--- src/rtl/hack_mem_pkg.sv ---
// Shared sizing defaults and requester id type for the hack memory subsystem.
package hack_mem_pkg;

  localparam int ADDR_WIDTH_DEF = 14;
  localparam int DATA_WIDTH_DEF = 16;

  typedef logic req_id_t;

  function automatic req_id_t other_id(input req_id_t id);
    return ~id;
  endfunction

endpackage

--- src/rtl/arb_rr_pick.sv ---
// Two-way pick: a lone requester wins outright, contention is settled by the pointer.
module arb_rr_pick
  import hack_mem_pkg::*;
(
  input  logic [1:0] req,
  input  req_id_t    pointer,
  output logic [1:0] grant
);

  always_comb begin
    grant = 2'b00;
    case (req)
      2'b01:   grant = 2'b01;
      2'b10:   grant = 2'b10;
      2'b11:   grant = (pointer == 1'b1) ? 2'b10 : 2'b01;
      default: grant = 2'b00;
    endcase
  end

endmodule

--- src/rtl/ram_arbiter.sv ---
// Two-requester arbiter in front of a single-port RAM with registered read data.
// Define RAM_ARB_FIXED_PRIO_EN to make requester 0 always win contention.
module ram_arbiter
  import hack_mem_pkg::*;
#(
  parameter int ADDR_WIDTH = ADDR_WIDTH_DEF,
  parameter int DATA_WIDTH = DATA_WIDTH_DEF
) (
  input  logic                  clock,
  input  logic                  reset,
  input  logic                  req0,
  input  logic                  req1,
  input  logic                  we0,
  input  logic                  we1,
  input  logic [ADDR_WIDTH-1:0] addr0,
  input  logic [ADDR_WIDTH-1:0] addr1,
  input  logic [DATA_WIDTH-1:0] wdata0,
  input  logic [DATA_WIDTH-1:0] wdata1,
  output logic                  gnt0,
  output logic                  gnt1,
  output logic                  rvalid0,
  output logic                  rvalid1,
  output logic [DATA_WIDTH-1:0] rdata0,
  output logic [DATA_WIDTH-1:0] rdata1,
  output logic [ADDR_WIDTH-1:0] ram_address,
  output logic [DATA_WIDTH-1:0] ram_in,
  output logic                  ram_load,
  input  logic [DATA_WIDTH-1:0] ram_out
);

  req_id_t               ptr;
  logic [1:0]            pick;
  logic                  granted;
  req_id_t               win_id;
  logic                  win_we;
  logic [ADDR_WIDTH-1:0] win_addr;
  logic [DATA_WIDTH-1:0] win_wdata;
  logic [ADDR_WIDTH-1:0] last_addr;
  logic [DATA_WIDTH-1:0] last_wdata;
  logic                  rd_valid;
  req_id_t               rd_id;

  arb_rr_pick u_pick (
    .req     ({req1, req0}),
    .pointer (ptr),
    .grant   (pick)
  );

  always_comb begin
    granted   = (pick != 2'b00) && !reset;
    win_id    = pick[1];
    win_we    = win_id ? we1 : we0;
    win_addr  = win_id ? addr1 : addr0;
    win_wdata = win_id ? wdata1 : wdata0;
  end

`ifdef RAM_ARB_FIXED_PRIO_EN
  assign ptr = 1'b0;
`else
  always_ff @(posedge clock or posedge reset) begin
    if (reset) begin
      ptr <= 1'b0;
    end else if (granted) begin
      ptr <= other_id(win_id);
    end
  end
`endif

  // Hold the last granted address/data so the RAM port is quiet while idle.
  always_ff @(posedge clock or posedge reset) begin
    if (reset) begin
      last_addr  <= '0;
      last_wdata <= '0;
    end else if (granted) begin
      last_addr  <= win_addr;
      last_wdata <= win_wdata;
    end
  end

  // Read owner: ram_out arrives one cycle after the read grant.
  always_ff @(posedge clock or posedge reset) begin
    if (reset) begin
      rd_valid <= 1'b0;
      rd_id    <= 1'b0;
    end else begin
      rd_valid <= granted && !win_we;
      rd_id    <= win_id;
    end
  end

  always_comb begin
    gnt0        = granted && !win_id;
    gnt1        = granted && win_id;
    ram_load    = granted && win_we;
    ram_address = reset ? '0 : (granted ? win_addr : last_addr);
    ram_in      = reset ? '0 : (granted ? win_wdata : last_wdata);
    rvalid0     = rd_valid && !rd_id && !reset;
    rvalid1     = rd_valid && rd_id && !reset;
    rdata0      = rvalid0 ? ram_out : '0;
    rdata1      = rvalid1 ? ram_out : '0;
  end

endmodule

--- config.mk ---
export PLATFORM = sky130hd
export DESIGN_NAME = ram_arbiter
export DESIGN_NICKNAME = d
export VERILOG_FILES = /design/src/rtl/hack_mem_pkg.sv /design/src/rtl/arb_rr_pick.sv /design/src/rtl/ram_arbiter.sv
export SDC_FILE = /design/constraint.sdc
export NUM_CORES = 1
export LEC_CHECK = 0
export ABC_AREA = 0
export CAP_MARGIN = 20
export CORE_MARGIN = 4
export CORE_UTILIZATION = 39
export CTS_CLUSTER_SIZE = 24
export DETAILED_ROUTE_END_ITERATION = 8
export PLACE_DENSITY = 0.83
export SLEW_MARGIN = 25
export SYNTH_ARGS = -nofsm -noshare
export SYNTH_HDL_FRONTEND = slang
export SYNTH_SLANG_ARGS = --single-unit
--- constraint.sdc ---
create_clock -name clock -period 4.65 [get_ports clock]
set_input_delay 1.1625 -clock clock [delete_from_list [all_inputs] [get_ports clock]]
set_output_delay 1.1625 -clock clock [all_outputs]
set_load 0.1 [all_outputs]
==> run_results.csv <==
group,metric,value,unit
placed_design,place.gp.congestion,0.840,
grt,grt_pass1_vias,2765,
die,die_area,0.00710,sq mm
die,io_pins,149,
synthesis,yosysTopAreaCellShare,0.364,
grt,grt_max_degree,62,
clocking,cts.path.max_buffers,2,
pwr,pwr-share-comb,0.537,
timing,fmax,244,MHz
placed_design,dpl_cell_area,0.00451,sq mm
worst_setup_path,r2r_setup_slack,2.98,ns
route,vias_per_cell,5.92,
synthesis,synth.most_common_cell,"and2_1",
synthesis,yosysSeqAreaShare,0.364,
clocking,root_buffer,"clkbuf_8",
job,drv_cap,0,
final_layout,final.fill_count,323,
synthesis,netlist_top_cells_count,"and2_1 (62), dfrtp_1 (33), a221o_1 (30), a32oi_1 (30), o2bb2ai_1 (30)",
route,dr.pass1.iters,4,
clocking,h-tree-depth,2,
grt,antenna_found_initial,0,
timing,slew_headroom,0.645,
synthesis,synth_area_leader_cell,"dfrtp_1",
timing,rsz0062_at_grt,"false",
timing,whs,0.510,ns
synthesis,synthFlopType,"dfrtp_1",
worst_setup_path,cp_slowest_cell,"clkdlybuf4s50_1",
final_layout,areaGrowthSynthToFinish,102,%
worst_setup_path,r2r_start,"ptr$_DFFE_PP0P_",
final_layout,fin_cells,442,
worst_setup_path,ff2ff_path_depth,5,
clocking,clk_pin_slew,0.07,ns
pwr,p_total,1200,uW
clocking,cts_resized,0,
final_layout,drive_gt1_frac,0.249,
pwr,power.density,261,mW/mm^2
die,start_util,0.407,
grt,overflow,0,
timing,finClkSkew,0.00850,ns
pwr,seqPwrFrac,0.293,
timing,hold_viol,0,
timing,finalSetupViolCount,0,
placed_design,port_buffers,148,
timing,final_max_slew_viol_count,0,
synthesis,async_flop_share,1.00,
final_layout,design_area,0.00459,sq mm
final_layout,antenna_cells,0,
synthesis,syn-cell-area,0.00227,sq mm
grt,grt_pass1_wl,14500,um
hold_path,hp-class,"flip-flop to flip-flop",
synthesis,syn_inst,231,
timing,tns,0,ns
clocking,cts_tree,"yes",
worst_setup_path,worst_setup_path_start_kind,"primary input",
clocking,cts_inserted_buffers,5,
clocking,hold_buffers,0,
worst_setup_path,path_cells,"clkdlybuf4s50_1 -> inv_2 -> and3_1 -> and2_1 -> buf_12",
pwr,intPower,695,uW
timing,tightest_slew,0.532,ns
worst_setup_path,cp.arrival,2.94,ns
die,die_w,84.3,um
hold_path,holdPathStages,1,
clocking,worstSkewPairLatency,0.28,ns
pwr,switching_share,0.420,
pwr,p_clk_frac,0.170,
placed_design,dp.cells,434,
pwr,power_leakage,0.00182,uW
die,coreArea,0.00557,sq mm
synthesis,ys_warn_count,0,
route,routed_wl,9040,um
pwr,irDropWorstVdd,0.200,mV
route,drt_iter0_markers,114,
hold_path,hp-start,"ptr$_DFFE_PP0P_",
route,post-route-drc-count,0,
route,num_vias,2615,
route,antenna_left,0,
synthesis,syn_avg_cell_area,9.83,sq um
synthesis,ys_ff_latch,33,
worst_setup_path,cp_slowest_stage_delay,0.67,ns
clocking,post_cts_buffers,0,
worst_setup_path,endpoint_kind,"primary output",
pwr,p_switching,504,uW
status,status,"complete, no violations",
worst_setup_path,timing.rr.end,"last_addr[4]$_DFF_PP0_",
die,rows,27,
synthesis,synthTopCellsByArea,"dfrtp_1 (36%), and2_1 (17%), a221o_1 (13%)",
route,routedWlPerCell,20.5,um
worst_setup_path,critPathKind,"primary input to primary output",
hold_path,min_to,"ptr$_DFFE_PP0P_",
synthesis,synth_edf_count,0,
clocking,clock_sinks,33,
synthesis,synthDistinctLibCells,21,
die,die_y,84.3,um
placed_design,place_hpwl,6790,um
final_layout,fin_nets,451,
timing,finalCritPeriodShare,0.883,
worst_setup_path,cp_data_required_time,3.49,ns
synthesis,syn-num-nets,313,
worst_setup_path,cp_max_fo,17,
grt,track_usage,0.247,
timing,layout_min_cycle_time,4.11,ns
## worst max-delay path, delay by kind of cell
family                 cells  cell delay [ns]
buffers and inverters      3             1.00
and+or+nand+nor            2             0.77
## cell families (layout without fill, tap and decap cells)
kind of cell           Yosys count  after routing  share of synthesized area
AO/OA/AOI/OAI                   94             94                      0.375
AND/OR/NAND/NOR                 72             72                      0.202
buffers and inverters           32            171                     0.0595
flip-flops                      33             33                      0.364
## worst max path at each step
stage | startpoint | to | cells after the start | slack [ns]
3_3_place_gp | reset | ram_address[9] | 5 | 0.63
2_1_floorplan | reset | rdata0[10] | 4 | 0.01
6_report | reset | rdata1[4] | 5 | 0.54
3_5_place_dp | reset | rdata1[4] | 5 | 0.54
4_1_cts | reset | rdata1[4] | 5 | 0.53
5_1_grt | reset | rdata1[7] | 5 | 0.40
## cell type report
class	count	area [sq um]	share of cell area
repair buffers	161	2260	0.493
multi-input cells	166	1320	0.288
flip-flops and latches	33	826	0.180
well taps	72	90.1	0.0196
clock buffers	6	72.6	0.0158
clock inverters	2	10.0	0.00218
inverters	2	7.51	0.00164
## placed cells by master (no fill, tap or decap)
cell type        netlist  final
inv_1                  1      1
clkbuf_1              18      1
buf_12                 0     68
and2_1                62     62
a21o_1                 1      1
clkinv_2               0      2
nand2_1                1      1
nor2_1                 2      1
a221o_1               30     30
o2bb2ai_1             30     30
a32oi_1               30     30
o21bai_2               0      1
a21oi_1                1      1
nor3b_2                1      1
clkbuf_8               0      5
nor2_2                 0      1
o21ai_0                1      1
clkdlybuf4s50_1        0     81
nor3_4                 0      1
and2b_1                1      1
nand3b_1               1      1
and3_1                 2      2
buf_4                  0     12
and3b_1                1      1
inv_2                  1      1
dfrtp_1               33     33
## registers in the layout (all words and copies together) (netlist names)
signal,count
last_wdata,16
last_addr,14
ptr,1
rd_id,1
rd_valid,1
## power by group through the flow
stage                     Sequential, uW  Clock, uW  Combinational, uW
after detailed placement             355          0                643
after CTS                            351        210                645
after floorplan                      348          0                377
after global placement               352          0                632
after global routing                 357        225                669
final                                352        204                644
## stage by stage
step                 util  setup slack [ns]
floorplan               -            0.0125
global placement    0.809             0.634
detailed placement  0.809             0.539
CTS                 0.823             0.531
global route        0.823             0.398
finish              0.823             0.544
## layer usage
metal  global-route usage  routed length, um  up-vias
met2                0.434               4660      148
li1                     -                  -     1199
met4               0.0746                 46        0
met1                0.305               3580     1264
met5                    0                  0        -
met3               0.0481                752        4
Note: power is estimated with default switching activity, not from simulation.
